**src/rtl/tt_uio_pkg.sv**
```systemverilog
// tt_uio_pkg: transmitter FSM states and uio pin assignments (ack in, strobe out, output enables)
package tt_uio_pkg;
  typedef enum logic [2:0] {IDLE, HI_SETUP, HI_REQ, HI_REL, LO_SETUP, LO_REQ, LO_REL} tx_state_e;
  localparam int UIO_ACK_BIT = 5;
  localparam int UIO_STB_BIT = 4;
  localparam logic [7:0] UIO_TX_OE = 8'h1F;
endpackage

```
**src/rtl/sync_fifo.sv**
```systemverilog
// sync_fifo: synchronous FIFO; push/wdata in, pop/rdata (show-ahead) out, full/empty flags, sync active-high reset
module sync_fifo #(
  parameter int WIDTH = 8,
  parameter int DEPTH = 4
) (
  input  logic             clk,
  input  logic             reset,
  input  logic             push,
  input  logic [WIDTH-1:0] wdata,
  input  logic             pop,
  output logic [WIDTH-1:0] rdata,
  output logic             full,
  output logic             empty
);
  localparam int AW = $clog2(DEPTH);
  logic [WIDTH-1:0] mem [DEPTH];
  logic [AW:0] wptr, rptr;
  logic do_push, do_pop;
  assign do_push = push && !full;
  assign do_pop = pop && !empty;
  assign rdata = mem[rptr[AW-1:0]];
  assign empty = wptr == rptr;
  assign full = (wptr[AW] != rptr[AW]) && (wptr[AW-1:0] == rptr[AW-1:0]);
  always_ff @(posedge clk)
    if (do_push) mem[wptr[AW-1:0]] <= wdata;
  always_ff @(posedge clk)
    if (reset) begin
      wptr <= '0;
      rptr <= '0;
    end else begin
      if (do_push) wptr <= wptr + 1'b1;
      if (do_pop) rptr <= rptr + 1'b1;
    end
endmodule

```
**src/rtl/tt_uio_nibble_tx.sv**
```systemverilog
// tt_uio_nibble_tx: buffers bytes (s_data/s_valid/s_ready) and sends them as two nibbles on uio_out[3:0] with strobe uio_out[4] / ack uio_in[5]; busy, sticky err
module tt_uio_nibble_tx
  import tt_uio_pkg::*;
#(
  parameter int FIFO_DEPTH  = 4,
  parameter int ACK_TIMEOUT = 255
) (
  input  logic       clk,
  input  logic       reset,
  input  logic       ena,
  input  logic [7:0] s_data,
  input  logic       s_valid,
  output logic       s_ready,
  input  logic [7:0] uio_in,
  output logic [7:0] uio_out,
  output logic [7:0] uio_oe,
  output logic       busy,
  output logic       err
);
  localparam logic [7:0] TMO = 8'(ACK_TIMEOUT);
  tx_state_e state, nxt;
  logic ack_m, ack_s, full, empty, push, pop, stb, is_req, done, unused_uio;
  logic [7:0] tx_byte, rdata, timer;
  logic [3:0] nib;
  assign unused_uio = &{1'b0, uio_in[7:6], uio_in[4:0]};
  assign s_ready = !full && !reset && ena;
  assign push = s_valid && s_ready;
  assign pop = ena && state == IDLE && !empty && !ack_s;
  assign busy = state != IDLE || !empty;
  assign is_req = state == HI_REQ || state == LO_REQ;
  assign done = is_req ? ack_s : !ack_s;
  assign nxt = state == LO_REL ? IDLE : tx_state_e'(state + 3'd1);
  always_comb begin
    uio_out = '0;
    uio_out[UIO_STB_BIT] = stb;
    uio_out[3:0] = nib;
  end
  sync_fifo #(.WIDTH(8), .DEPTH(FIFO_DEPTH)) u_fifo (
    .clk(clk), .reset(reset), .push(push), .wdata(s_data),
    .pop(pop), .rdata(rdata), .full(full), .empty(empty)
  );
  always_ff @(posedge clk)
    if (reset) begin
      state <= IDLE;
      tx_byte <= '0;
      nib <= '0;
      stb <= 1'b0;
      timer <= '0;
      err <= 1'b0;
      uio_oe <= '0;
      ack_m <= 1'b0;
      ack_s <= 1'b0;
    end else begin
      uio_oe <= UIO_TX_OE;
      ack_m <= uio_in[UIO_ACK_BIT];
      ack_s <= ack_m;
      if (ena)
        case (state)
          IDLE: if (pop) begin
            tx_byte <= rdata;
            state <= HI_SETUP;
          end
          HI_SETUP, LO_SETUP: begin
            nib <= state == HI_SETUP ? tx_byte[7:4] : tx_byte[3:0];
            timer <= '0;
            state <= nxt;
          end
          default: begin
            stb <= is_req;
            if (done) begin
              timer <= '0;
              state <= nxt;
            end else if (timer == TMO) begin
              err <= 1'b1;
              stb <= 1'b0;
              nib <= '0;
              state <= IDLE;
            end else timer <= timer + 8'd1;
          end
        endcase
    end
endmodule
```
**config.mk**
```make
export PLATFORM = sky130hd
export DESIGN_NAME = tt_uio_nibble_tx
export DESIGN_NICKNAME = d
export VERILOG_FILES = /design/src/rtl/tt_uio_pkg.sv /design/src/rtl/sync_fifo.sv /design/src/rtl/tt_uio_nibble_tx.sv
export SDC_FILE = /design/constraint.sdc
export NUM_CORES = 1
export LEC_CHECK = 0
export ABC_AREA = 1
export BUFFER_PORTS_ARGS = -buffer_cell sky130_fd_sc_hd__buf_2
export CAP_MARGIN = 5
export CORE_MARGIN = 3
export CORE_UTILIZATION = 25
export CTS_CLUSTER_DIAMETER = 40
export CTS_CLUSTER_SIZE = 40
export DETAILED_ROUTE_END_ITERATION = 6
export PLACE_DENSITY = 0.39
export SYNTH_ARGS = -nofsm -noshare
export SYNTH_HDL_FRONTEND = slang
export SYNTH_SLANG_ARGS = --single-unit
```
**constraint.sdc**
```tcl
create_clock -name clk -period 3.9 [get_ports clk]
set_input_delay 1.17 -clock clk [delete_from_list [all_inputs] [get_ports clk]]
set_output_delay 1.17 -clock clk [all_outputs]
set_load 0.03 [all_outputs]
```
==> results.sh <==
export IMPL_status="complete, no violations"
export IMPL_internal_power_mw=1.49
export IMPL_path_depth=5
export IMPL_synthDistinctLibCells=32
export IMPL_worstPathMaxFanout=10
export IMPL_grt_pass1_vias=2264
export IMPL_period_share_pct=77.9
export IMPL_syn_inst=369
export IMPL_cts_sinks=66
export IMPL_worstSetupPathType="in2out"
export IMPL_netlist_area_sq_um=3110
export IMPL_cp_top_family="buffers and inverters"
export IMPL_slew_viol_final=0
export IMPL_syn2layout_area_growth_pct=17.8
export IMPL_hp_class="reg2reg"
export IMPL_fmax_mhz=329
export IMPL_synthArstFlopShare_pct=0
export IMPL_r2r_slack_ns=2.01
export IMPL_clock_skew_ns=0.00647
export IMPL_p_sw_share_pct=31.8
export IMPL_cpMaxStageDelayCell="nor2_1"
export IMPL_finalSetupViolCount=0
export IMPL_required_ns=2.73
export IMPL_synth_area_leaders="edfxtp_1 31%, dfxtp_1 22%, nor2_1 7.7%"
export IMPL_hold_violations=0
export IMPL_setup_worst_path_start="reset"
export IMPL_cpMostUsedCell="buf_2"
export IMPL_total_leakage_power_nw=1.39
export IMPL_synth_top_area_share_pct=30.9
export IMPL_timing_rr_start="u_fifo.rptr[1]"
export IMPL_cap_violations=0
export IMPL_die_w_um=118
export IMPL_period_needed_ns=3.04
export IMPL_critPathMaxStageDelay_ns=0.20
export IMPL_seq_area_frac_synth_pct=52.8
export IMPL_io_pins=39
export IMPL_tritoncts="built"
export IMPL_hold_buffers=0
export IMPL_clock_latency_ns=0.32
export IMPL_power_density_nw_per_um2=594
export IMPL_clk_path_buf_depth=2
export IMPL_critical_path_buf_inv_count=3
export IMPL_yosysTopAreaCell="edfxtp_1"
export IMPL_finalSetupTns_ns=0
export IMPL_vias=2399
export IMPL_start_kind="input port"
export IMPL_cts_made_buffers=9
export IMPL_yosysWarnings=0
export IMPL_path_cells="buf_2 -> nor2_1 -> nand2_1 -> inv_1 -> buf_2"
export IMPL_synth_edf_count=32
export IMPL_core_sq_um=12100
export IMPL_cts_repair_resized=0
export IMPL_post_route_util_pct=30.3
export IMPL_wire_per_inst_um=12.1
export IMPL_grt_usage_pct=10.0
export IMPL_postSynthAreaPerCell_sq_um=8.43
export IMPL_worst_pin_slew_ns=0.864
export IMPL_synth_flop_cell="dfxtp_1"
export IMPL_yosysMostFrequentCell="nor2_1"
export IMPL_root_buffer="clkbuf_16"
export IMPL_synth_common_cells="64 x nor2_1, 50 x nand2_1, 38 x nand3_1, 34 x dfxtp_1, 32 x edfxtp_1"
export IMPL_drive_gt1_share_pct=14.5
export IMPL_routed_wl_mm=6.83
export IMPL_gp_congestion=0.775
export IMPL_switching_power_uw=691
export IMPL_crit_end="s_ready"
export IMPL_cts_reportedPaths_clkPinSlew_ns=0.06
export IMPL_cts_setup_buffers=0
export IMPL_ys_ff_latch=66
export IMPL_drtIter0Drc=85
export IMPL_timing_rr_end="state[2]"
export IMPL_hold_start="ack_m"
export IMPL_r2r_cells=6
export IMPL_grt_ovfl_total=0
export IMPL_dieHeight_um=118
export IMPL_critPathArrivalTime_ns=1.87
export IMPL_via_per_inst=4.27
export IMPL_grt_max_degree=27
export IMPL_drc=0
export IMPL_clockPowerShare_pct=39.3
export IMPL_htreeDepth=3
export IMPL_diodes=0
export IMPL_seqPwrFrac_pct=37.9
export IMPL_power_frac_comb_pct=22.8
export IMPL_ir_worst_vdd_uv=217
export IMPL_fill_cells=1309
export IMPL_max_slew_margin_pct=42.3
export IMPL_die_area_sq_um=13800
export IMPL_worst_setup_path_end_kind="output pin"
export IMPL_io_buffers=25
export IMPL_finalNetCount=416
export IMPL_drtPass1Iterations=4
export IMPL_antenna_found_initial=0
export IMPL_std_cell_rows=40
export IMPL_rsz0062_at_grt="false"
export IMPL_start_util_pct=25.7
export IMPL_ant_nets=0
export IMPL_grt_pass1_wl_mm=11.3
export IMPL_hpwlAfterDp_mm=4.65
## worst min-delay path by stage
| stage | end | slack (ns) | cells after the start |
|---|---|---|---|
| 6_report | ack_s | 0.40 | 2 |
| 5_1_grt | ack_s | 0.42 | 2 |
| 4_1_cts | ack_s | 0.40 | 2 |
| 3_5_place_dp | ack_s | 0.39 | 2 |
| 3_3_place_gp | ack_s | 0.40 | 2 |
| 2_1_floorplan | ack_s | 0.39 | 2 |
## layout make-up
type                            count  area, sq um  area share, %
Tap cell                          168          210           5.74
Clock buffer                        9          225           6.15
Inverter                           38          143           3.89
Timing Repair Buffer               30          163           4.44
Sequential cell                    66         1640           44.8
Clock inverter                      6         91.3           2.49
Multi-Input combinational cell    245         1190           32.5
## power groups by stage
stage | logic [mW] | clock network [mW] | registers (mW)
6_report | 0.496 | 0.855 | 0.825
5_1_grt | 0.568 | 0.908 | 0.834
4_1_cts | 0.503 | 0.882 | 0.826
3_5_place_dp | 0.501 | 0 | 0.841
3_3_place_gp | 0.502 | 0 | 0.840
2_1_floorplan | 0.433 | 0 | 0.811
## tightest hold or removal path: cells and delay by family, from the launching register on
family | cells | cell delay (ns)
flip-flops | 1 | 0.29
buffers and inverters | 1 | 0.04
AND/OR/NAND/NOR | 1 | 0.03
## layout by cell type (no fill, tap or decap)
master       n
nor3_1       1
o211ai_1     1
a21oi_1     18
nand4_1      8
nand3b_1     2
clkinv_1     2
clkinvlp_4   3
nor2_1      64
a22oi_1      1
dfxtp_1     34
nand2_1     50
clkbuf_16    9
edfxtp_1    32
nand3_1     38
conb_1       6
bufinv_16    2
inv_6        1
buf_2       25
ha_1         6
buf_4        5
o21ai_0     21
o22ai_1      8
o21ai_4      1
nor2_2       1
a31oi_1      2
o21ai_1      8
nand3_2      1
inv_2        5
nand2_2      3
or2_2        1
inv_1       31
xnor2_1      3
xor2_1       1
## sequential cells by signal (all words and copies together), names as in the netlist
register	count
u_fifo.mem	32
timer	8
tx_byte	8
nib	4
state	3
u_fifo.rptr	3
u_fifo.wptr	3
ack_m	1
ack_s	1
err	1
stb	1
uio_oe	1
## per-layer routing
metal  wire length [um]  global-route usage [%]
met5                  0                       0
met4                 74                    3.52
met3                233                    2.59
met2               3280                    17.2
met1               3240                    12.3
## metrics by stage
step	setup WS, ns	hold slack, ns	cell area, sq um	power [mW]	instances
final	0.861	0.400	3660	2.18	562
after global routing	0.787	0.421	3660	2.31	562
after CTS	0.839	0.402	3660	2.21	562
after detailed placement	0.839	0.394	3350	1.34	547
after global placement	0.854	0.396	3350	1.34	547
after floorplan	0.941	0.388	3130	1.24	374
## kinds of logic (layout without fill, tap and decap cells)
| kind of cell | count (synthesis) | after routing | share of synthesized area, % |
|---|---|---|---|
| XOR/XNOR | 4 | 4 | 1.13 |
| other | 1 | 6 | 0.121 |
| buffers and inverters | 63 | 83 | 9.57 |
| adder cells (fa/ha/maj) | 6 | 6 | 2.41 |
| AND/OR/NAND/NOR | 169 | 169 | 23.4 |
| flip-flops | 66 | 66 | 52.8 |
| AO/OA/AOI/OAI | 60 | 60 | 10.6 |
Note: power is estimated with default switching activity, not from simulation.
